`src/rtl/mult_div_unit.sv`:
```
// Sequential radix-2 signed multiply (Booth) / divide (restoring) unit for the control FSM.
// Optional MULTDIV_BUSY_EN adds a registered busy output.
module mult_div_unit #(
  parameter int unsigned WIDTH = 32,
  parameter int unsigned CNT_W = 6
) (
  input  logic             clk,
  input  logic             reset,
  input  logic             MultCtrl,
  input  logic             DivCtrl,
  input  logic [WIDTH-1:0] A,
  input  logic [WIDTH-1:0] B,
  output logic [WIDTH-1:0] hi_res,
  output logic [WIDTH-1:0] lo_res,
  output logic             MultOut,
  output logic             DivOut,
  output logic             divZero
`ifdef MULTDIV_BUSY_EN
  ,
  output logic             busy
`endif
);

  localparam int unsigned MW = 2 * WIDTH + 2;

  typedef enum logic [2:0] {
    IDLE,
    MULT_RUN,
    DIV_RUN,
    DIV_FIX,
    DONE,
    RELEASE
  } state_t;

  state_t           state;
  logic [CNT_W-1:0] count;
  logic [WIDTH:0]   mcand;
  logic [MW-1:0]    mreg;
  logic [WIDTH-1:0] dvs;
  logic [WIDTH-1:0] rem;
  logic [WIDTH-1:0] quo;
  logic             sign_q;
  logic             sign_r;

  logic [WIDTH:0]   booth_hi;
  logic [MW-1:0]    mult_step;
  logic [WIDTH:0]   shifted;
  logic [WIDTH+1:0] diff;
  logic [WIDTH-1:0] rem_step;
  logic [WIDTH-1:0] quo_step;
  logic [WIDTH-1:0] abs_a;
  logic [WIDTH-1:0] abs_b;

  // Booth step: upper part is one bit wider so +/-(-2**(W-1)) cannot overflow
  always_comb begin
    booth_hi = mreg[MW-1:WIDTH+1];
    case (mreg[1:0])
      2'b01:   booth_hi = booth_hi + mcand;
      2'b10:   booth_hi = booth_hi - mcand;
      default: booth_hi = mreg[MW-1:WIDTH+1];
    endcase
    mult_step = {booth_hi[WIDTH], booth_hi, mreg[WIDTH:1]};
  end

  // Restoring divide step on unsigned magnitudes
  always_comb begin
    shifted = {rem, quo[WIDTH-1]};
    diff    = {1'b0, shifted} - {2'b00, dvs};
    if (diff[WIDTH+1]) begin
      rem_step = shifted[WIDTH-1:0];
      quo_step = {quo[WIDTH-2:0], 1'b0};
    end else begin
      rem_step = diff[WIDTH-1:0];
      quo_step = {quo[WIDTH-2:0], 1'b1};
    end
  end

  always_comb begin
    abs_a = A[WIDTH-1] ? WIDTH'(0) - A : A;
    abs_b = B[WIDTH-1] ? WIDTH'(0) - B : B;
  end

  always_ff @(posedge clk or negedge reset) begin
    if (!reset) begin
      state   <= IDLE;
      count   <= '0;
      mcand   <= '0;
      mreg    <= '0;
      dvs     <= '0;
      rem     <= '0;
      quo     <= '0;
      sign_q  <= 1'b0;
      sign_r  <= 1'b0;
      hi_res  <= '0;
      lo_res  <= '0;
      MultOut <= 1'b0;
      DivOut  <= 1'b0;
      divZero <= 1'b0;
    end else begin
      MultOut <= 1'b0;
      DivOut  <= 1'b0;
      divZero <= 1'b0;
      case (state)
        IDLE: begin
          if (MultCtrl) begin
            mcand <= {A[WIDTH-1], A};
            mreg  <= {(WIDTH + 1)'(0), B, 1'b0};
            count <= '0;
            state <= MULT_RUN;
          end else if (DivCtrl) begin
            if (B == '0) begin
              divZero <= 1'b1;
              state   <= RELEASE;
            end else begin
              dvs    <= abs_b;
              quo    <= abs_a;
              rem    <= '0;
              sign_q <= A[WIDTH-1] ^ B[WIDTH-1];
              sign_r <= A[WIDTH-1];
              count  <= '0;
              state  <= DIV_RUN;
            end
          end
        end
        MULT_RUN: begin
          if (count == CNT_W'(WIDTH)) begin
            hi_res  <= mreg[2*WIDTH:WIDTH+1];
            lo_res  <= mreg[WIDTH:1];
            MultOut <= 1'b1;
            state   <= DONE;
          end else begin
            mreg  <= mult_step;
            count <= count + CNT_W'(1);
          end
        end
        DIV_RUN: begin
          if (count == CNT_W'(WIDTH)) begin
            state <= DIV_FIX;
          end else begin
            rem   <= rem_step;
            quo   <= quo_step;
            count <= count + CNT_W'(1);
          end
        end
        DIV_FIX: begin
          // Truncating division: quotient sign from operand signs, remainder follows dividend
          lo_res <= sign_q ? WIDTH'(0) - quo : quo;
          hi_res <= sign_r ? WIDTH'(0) - rem : rem;
          DivOut <= 1'b1;
          state  <= DONE;
        end
        DONE: state <= RELEASE;
        RELEASE: begin
          if (!MultCtrl && !DivCtrl) state <= IDLE;
        end
        default: state <= IDLE;
      endcase
    end
  end

`ifdef MULTDIV_BUSY_EN
  // Mirrors the state entered at this edge: high in MULT_RUN, DIV_RUN, DIV_FIX, DONE
  always_ff @(posedge clk or negedge reset) begin
    if (!reset) begin
      busy <= 1'b0;
    end else begin
      case (state)
        IDLE:     busy <= MultCtrl || (DivCtrl && (B != '0));
        MULT_RUN: busy <= 1'b1;
        DIV_RUN:  busy <= 1'b1;
        DIV_FIX:  busy <= 1'b1;
        default:  busy <= 1'b0;
      endcase
    end
  end
`endif

endmodule
```
`config.mk`:
```
export PLATFORM = sky130hd
export DESIGN_NAME = mult_div_unit
export DESIGN_NICKNAME = d
export VERILOG_FILES = /design/src/rtl/mult_div_unit.sv
export SDC_FILE = /design/constraint.sdc
export NUM_CORES = 1
export LEC_CHECK = 0
export BUFFER_PORTS_ARGS = -buffer_cell sky130_fd_sc_hd__buf_4
export CORE_ASPECT_RATIO = 2
export CORE_UTILIZATION = 40
export DETAILED_ROUTE_END_ITERATION = 6
export SLEW_MARGIN = 20
export SYNTH_ARGS = -nofsm -noshare
export SYNTH_HDL_FRONTEND = slang
export SYNTH_SLANG_ARGS = --single-unit
```
`constraint.sdc`:
```
create_clock -name clk -period 5.4 [get_ports clk]
set_clock_uncertainty 0.1 [all_clocks]
set_input_delay 0.27 -clock clk [delete_from_list [all_inputs] [get_ports clk]]
set_output_delay 0.27 -clock clk [all_outputs]
set_load 0.01 [all_outputs]
```
==> summary.md, run 1 <==
| Metric | Value |
|---|---|
| Sink Count | `271` |
| Worst r2r src | `mcand[8]$_DFFE_PN0P_` |
| Setup TNS | `0 ps` |
| First-pass GRT wire length | `101300 um` |
| Syn nets | `2370` |
| Total grt overflow | `0` |
| Vias in the first global route | `about 17000` |
| Achievable frequency | `204.8 MHz` |
| Reg2reg path depth | `18` |
| H-Tree Depth | `1` |
| Critical Path RT | `5720 ps` |
| Fin util | `0.4691` |
| Cells after synthesis | `2228` |
| Peak supply drop | `approximately 320 uV` |
| Most frequent cell on the critical path | `a21oi_1` |
| Synth top area cells | `dfrtp_1, o21ai_0, nand2_1` |
| Initial antenna violation count | `0` |
| Post-synth EDFFs | `0` |
| Post-cts gate resize count | `0` |
| Post-synth top flop | `dfrtp_1` |
| Final Hold Fails | `0` |
| Mapped Area | `approximately 18000 um^2` |
| Port buffer count | `134` |
| Initial Util | `0.4044` |
| Final setup fails | `0` |
| Filler cells | `4499` |
| Core ar. | `~46000 um^2` |
| Layout Nets | `2487` |
| Minimum clock period | `4882 ps` |
| Area Growth Syn to Fin | `15.98%` |
| Worst-path cell chain | `or3_1 -> nor3_1 -> nor3b_1 -> nand2_1 -> nor2_1 -> a21oi_1 -> xnor2_1 -> ha_1 -> a21oi_1 -> o21ai_0 -> a221oi_1 -> nand3_1 -> o31ai_1 -> nand4_1 -> o211ai_1 -> xor2_1 -> o311ai_0 -> o41ai_1` |
| Setup Crit Path Kind | `flip-flop to flip-flop` |
| Post-synth top area share | `0.3670` |
| Pleak | `9.434 nW` |
| Slew Viols, Final | `0` |
| Average cell area after synthesis | `~8.3 um^2` |
| Seq cells post-synth | `around 270` |
| Drc violations | `2` |
| Die W | `around 150 um` |
| Fraction of final layout cells sized beyond drive strength 1 | `0.1130` |
| Total placed cells including tap cells | `around 2800` |
| R2r setup slk | `about 520 ps` |
| Vias per inst | `5.803` |
| Bufs and invs on worst path | `0` |
| CTS tree | `done` |
| Total Power | `~0.015 W` |
| Max_cap viols | `0` |
| CP Max Fanout | `8` |
| Largest net degree at the start of global routing | `166` |
| Sequential area share after synthesis | `0.3670` |
| Crit path from | `mcand[8]$_DFFE_PN0P_` |
| Antenna viol nets, final | `0` |
| Die area | `47120 um^2` |
| Status | `complete, but fails checks` |
| Worst Hold Class | `input port to flip-flop` |
| Leading area contributor after synthesis | `dfrtp_1` |
| CP endpoint | `mreg[64]$_DFFE_PN0P_` |
| Pwr Density | `between 700 and 800 nW/um^2` |
| CP max stage delay | `420 ps` |
| Total CTS buffers | `27` |
| CP arrival | `between 5000 and 6000 ps` |
| # diodes | `0` |
| Total track usage | `0.2846` |
| Least-Margin Pin Slew | `1214 ps` |
| Share of synthesized registers carrying an async set or reset | `1.000` |
| Via count | `16990` |
| Non-filler cells in the finished layout | `about 3000` |
| FP Rows | `111` |
| CP Capture Type | `flip-flop` |
| Startpoint types | `flip-flop` |
| DRT iter0 DRCs | `913` |
| Reg-to-reg endpoint | `mreg[64]$_DFFE_PN0P_` |
| WL final | `66770 um` |
| Final Cycle Share | `0.9042` |
| Worst path top cell family by delay | `compound AO/OA/AOI/OAI gates` |
| Synth unique cells | `65` |
| Die H | `306.0 um` |
| Yosys warnings | `0` |
| # IOs | `135` |
| Failing checks | `DRC` |
| Root Buffer | `clkbuf_16` |
| RSZ-0062 raised after global routing | `no` |
| Post-DP HPWL | `51100 um` |
| Clk Latency, worst-skew pair | `560 ps` |
| Clock-pin slew on the worst setup and hold paths | `approximately 70 ps` |
| Initial DRT Pass Iterations | `7` |
| Critical-path top delay cell | `dfrtp_1` |
| Slew HR | `0.1850` |
| Longest Clk Path Bufs | `3` |
| DR WL/cell | `22.80 um` |
| Gpl congestion | `a little over 1` |
| WP depth | `18` |
-- flip-flops by register name, summed over array words and instances, names as in the netlist, 3 cells and up --
signal and flops:
rem 32, mcand 32, hi_res 32, lo_res 32, count 6, quo 32
state 3, mreg 65, dvs 32
-- power by group --
group / total [W] / internal (W) / switching [W]
registers: 0.00425 / 0.00293 / 0.00132
logic: 0.00889 / 0.00361 / 0.00528
clock network: 0.00195 / 0.00109 / 0.000865
-- synth_stat cells, types with 4 or more instances --
master,count
inv_1,78
nand3_1,78
nor2b_1,11
o31ai_1,37
or4_1,18
clkbuf_1,106
a21oi_1,184
nor3_1,40
o21ai_0,228
xnor2_1,111
ha_1,72
nand4_1,12
nand2_1,272
buf_1,17
nor4_1,12
xor2_1,89
o41ai_1,16
or2_2,4
a31oi_1,48
mux2i_1,83
dfrtp_1,271
o211ai_1,8
o21a_1,11
and3_1,8
a21o_1,33
a22oi_1,11
or3_1,17
nor3b_1,7
o21ai_1,4
buf_2,9
nand2b_1,8
a211oi_1,7
nor2_1,214
o41ai_2,4
mux2_2,36
o21bai_1,15
-- routing by layer --
metal  routed length [um]  global-route usage  vias up
met1                23430              0.2892     8276
met5                    0                   0        -
li1                     -                   -     8086
met3                 2299             0.02629      161
met2                35060              0.5274      468
met4                 5979              0.2263        0
-- worst min-delay path by stage --
stage | startpoint | to | slack [ps] | cells past startpoint
after floorplan | reset | DivOut$_DFF_PN0_ | -130 | 0
after global placement | reset | dvs[4]$_DFFE_PN0P_ | 310 | 1
after detailed placement | reset | dvs[4]$_DFFE_PN0P_ | 320 | 1
after CTS | A[31] | sign_r$_DFFE_PN0P_ | 6 | 3
after global routing | A[31] | sign_r$_DFFE_PN0P_ | 50 | 3
final | A[31] | sign_r$_DFFE_PN0P_ | 30 | 3
-- metrics by stage --
step | instance area, um^2 | setup slack, ps | hold WS (ps)
floorplan | 18480 | 1206 | -125.6
global placement | 19950 | 578.5 | 312.1
detailed placement | 19960 | 514.8 | 320.3
CTS | 21430 | 484.9 | 6.414
global route | 21430 | 113.3 | 45.80
finish | 21430 | 517.6 | 32.62
-- cell families (layout without fill, tap and decap cells) --
| family | Yosys count | in the layout | synth area share |
|---|---|---|---|
| and+or+nand+nor | 719 | 719 | 0.1733 |
| AOI/OAI and AO/OA | 635 | 635 | 0.2039 |
| DFF | 271 | 271 | 0.3670 |
| buffers and inverters | 210 | 345 | 0.04326 |
| xor gates and xnor gates | 200 | 200 | 0.09479 |
| muxes | 119 | 119 | 0.06689 |
| adders and majority gates | 74 | 74 | 0.05091 |
-- tightest hold or removal path, cell delays in order --
cell and delay, ps:
buf_4 230, nand2_1 100, nand2_1 50
-- what timing repair did --
action | CTS | global route
hold buffers | 60 | 0
setup buffers | 0 | 0
endpoints found under the hold margin | 193 | 0
-- cell usage in the layout (no fill, tap or decap), types with 36 or more instances in the layout --
cell type / count
mux2_2: 36
nor2_1: 210
a21oi_1: 184
dfrtp_1: 271
xor2_1: 89
nor3_1: 40
o31ai_1: 37
o21ai_0: 228
mux2i_1: 83
a31oi_1: 48
buf_4: 157
inv_1: 78
nand3_1: 78
dlygate4sd3_1: 60
xnor2_1: 111
nand2_1: 269
ha_1: 71
-- area by class of cell --
cell class,count,area (um^2),share of cell area
clock inverters,15,161.4,0.007531
flip-flops and latches,271,6782,0.3164
inverters,78,292.8,0.01366
multi-input cells,1747,10940,0.5105
repair buffers,220,1834,0.08558
clock buffers,32,714.4,0.03333
well taps,565,706.9,0.03298
No activity file was read; power rests on OpenSTA's default activity.
==> run 2, diff against run 1 <==
==> constraint.sdc (replaced) <==
create_clock -name clk -period 4.55 [get_ports clk]
set_clock_uncertainty 0.1 [all_clocks]
set_input_delay 0.2275 -clock clk [delete_from_list [all_inputs] [get_ports clk]]
set_output_delay 0.2275 -clock clk [all_outputs]
set_load 0.01 [all_outputs]
==> summary.md, run 2 (synthesis gave the netlist of run 1 again) <==
| Metric | Value |
|---|---|
| Status | `complete, but fails checks` |
| Failing checks | `DRC` |
| Peak supply drop | `346.6 uV (+8.6%)` |
| Slew Viols, Final | `0 (unchanged)` |
| Total CTS buffers | `27 (unchanged)` |
| Root Buffer | `clkbuf_16` |
| Core ar. | `45690 um^2 (unchanged)` |
| Achievable frequency | `227.2 MHz (+11%)` |
| Worst-path cell chain | `or3_1 -> nor3_2 -> nor3b_2 -> nand2_1 -> nor2_1 -> a21oi_1 -> xnor2_1 -> ha_1 -> buf_4 -> buf_4 -> and4_1 -> nand4_1 -> o2111ai_1 -> nand2_1 -> o31ai_1 -> buf_4 -> a31o_2 -> mux2i_1 -> nand3_1` |
| Footprint of the multi-input gates | `11010 um^2 (+0.59%)` |
| Reg2reg path depth | `19 (+1)` |
| Max_cap viols | `0 (unchanged)` |
| Drc violations | `2 (unchanged)` |
| WP depth | `19 (+1)` |
| Initial antenna violation count | `0 (unchanged)` |
| Setup Crit Path Kind | `flip-flop to flip-flop` |
| Total track usage | `0.2891 (+0.004506)` |
| Vias per inst | `5.741 (-1.1%)` |
| CTS tree | `done` |
| Post-DP HPWL | `52590 um (+2.9%)` |
| # IOs | `135 (unchanged)` |
| Die area | `47120 um^2 (unchanged)` |
| Initial DRT Pass Iterations | `7 (unchanged)` |
| Register Area | `6782 um^2 (unchanged)` |
| Area Growth Syn to Fin | `19.84%` |
| Most frequent cell on the critical path | `buf_4` |
| Minimum clock period | `4401 ps (-481.5 ps)` |
| Clk Latency, worst-skew pair | `590 ps (+30 ps)` |
| Sink Count | `271 (unchanged)` |
| Pleak | `9.831 nW (+4.2%)` |
| Fraction of final layout cells sized beyond drive strength 1 | `0.1387 (+0.02575)` |
| # diodes | `0 (unchanged)` |
| Final setup fails | `0 (unchanged)` |
| Bufs and invs on worst path | `3 (+3)` |
| DR WL/cell | `22.69 um (-0.47%)` |
| Vias in the first global route | `17120 (+1.4%)` |
| Most frequent cells in the layout | `dfrtp_1, nand2_1, o21ai_0` |
| Worst r2r src | `mcand[8]$_DFFE_PN0P_` |
| Total grt overflow | `0 (unchanged)` |
| Worst Hold Class | `input port to flip-flop` |
| Max reg flops | `65 (unchanged)` |
| Antenna viol nets, final | `0 (unchanged)` |
| Reg with most FFs | `mreg` |
| First-pass GRT wire length | `102500 um (+1.2%)` |
| Least-Margin Pin Slew | `1183 ps (-30.41 ps)` |
| Filler cells | `4423 (-1.7%)` |
| Slew HR | `0.2055 (+0.02042)` |
| CP arrival | `4750 ps (-450 ps)` |
| Longest Clk Path Bufs | `3 (unchanged)` |
| CP max stage delay | `410 ps (about the same)` |
| Crit path from | `mcand[8]$_DFFE_PN0P_` |
| Pwr Density | `849.2 nW/um^2 (+21%)` |
| Fin util | `0.4847 (+0.01561)` |
| Critical Path RT | `4890 ps (-830 ps)` |
| Port buffer count | `134 (unchanged)` |
| H-Tree Depth | `1 (unchanged)` |
| WL final | `67950 um (+1.8%)` |
| Worst Min Path Start | `B[31]` |
| RSZ-0062 raised after global routing | `yes` |
| CP Max Fanout | `4 (-4)` |
| Final Hold Fails | `0 (unchanged)` |
| Most common cell after layout, fill and taps aside | `dfrtp_1` |
| CP Capture Type | `flip-flop` |
| Die H | `306.0 um (unchanged)` |
| Total placed cells including tap cells | `2879 (+2.1%)` |
| Layout Nets | `2550 (+2.5%)` |
| Non-filler cells in the finished layout | `2994 (+2.3%)` |
| Startpoint types | `flip-flop` |
| Via count | `17190 (+1.2%)` |
| Worst path top cell family by delay | `simple AND/OR/NAND/NOR gates` |
| Clock-pin slew on the worst setup and hold paths | `70 ps (about the same)` |
| DRT iter0 DRCs | `1001 (+9.6%)` |
| FP Rows | `111 (unchanged)` |
| Final Cycle Share | `0.9672 (+0.06309)` |
| Largest net degree at the start of global routing | `101 (-39%)` |
| WHS Path Cells | `3 (unchanged)` |
| Gpl congestion | `0.9743 (-3.9%)` |
| Initial Util | `0.4044 (unchanged)` |
| Critical-path top delay cell | `or3_1` |
| Die W | `154.0 um (unchanged)` |
[run 2: final cells by class]
cell class | instances | share of cell area
repair buffers | 283 | 0.1058
inverters | 78 | 0.01322
flip-flops and latches | 271 | 0.3062
multi-input cells | 1747 | 0.4970
well taps | 565 | 0.03192
clock buffers | 35 | 0.03367
clock inverters | 15 | 0.01220
[run 2: final timing paths]
| path | endpoint | slack [ps] |
|---|---|---|
| worst max-delay path | mreg[61]$_DFFE_PN0P_ | 150 |
| worst min-delay path | mreg[32]$_DFFE_PN0P_ | 30 |
| worst max register to register | mreg[61]$_DFFE_PN0P_ | 150 |
| worst min register to register | dvs[27]$_DFFE_PN0P_ | 380 |
| max in group asynchronous | mreg[61]$_DFFE_PN0P_ | 3090 |
| min in group asynchronous | dvs[8]$_DFFE_PN0P_ | 150 |
[run 2: metal layers]
| metal | wire (um) | track usage | up-vias |
|---|---|---|---|
| met5 | 0 | 0 | - |
| met1 | 23400 | 0.2903 | 8369 |
| li1 | - | - | 8212 |
| met2 | 36160 | 0.5386 | 444 |
| met3 | 2502 | 0.02784 | 163 |
| met4 | 5885 | 0.2305 | 0 |
[run 2: report_power, final]
part           internal, W  switching (W)  total (W)
sequential         0.00348        0.00150    0.00498
clock              0.00156        0.00107    0.00263
combinational      0.00472        0.00648     0.0112
total              0.00976        0.00904     0.0188
[run 2: repair_timing]
| action | in CTS | in global routing |
|---|---|---|
| hold buffers | 64 | 0 |
| gates cloned | 0 | 0 |
| endpoints found under the setup margin | 2 | 9 |
| resized for setup | 2 | 12 |
| hold endpoints to repair | 182 | 0 |
| pin swaps | 1 | 4 |
| setup buffers | 0 | 1 |
[run 2: stage by stage]
step	hold WS (ps)	setup WS [ps]	total power (W)	TNS, ps	instance area, um^2
floorplan	-168.1	355.8	0.01191	0	18480
global placement	220.4	120.5	0.01579	0	20410
detailed placement	217.6	-34.41	0.01596	-34.41	20410
CTS	6.369	16.01	0.01870	0	22080
global route	44.39	-4.049	0.02012	-4.987	22150
finish	29.09	149.0	0.01881	0	22150
[run 2: worst register-to-register path: stages (launching register included)]
cell	delay [ps]
dfrtp_1	380
or3_1	410
nor3_2	150
nor3b_2	220
nand2_1	110
nor2_1	140
a21oi_1	100
xnor2_1	180
ha_1	350
buf_4	140
buf_4	110
and4_1	260
nand4_1	150
o2111ai_1	250
nand2_1	210
o31ai_1	390
buf_4	190
a31o_2	160
mux2i_1	180
nand3_1	80
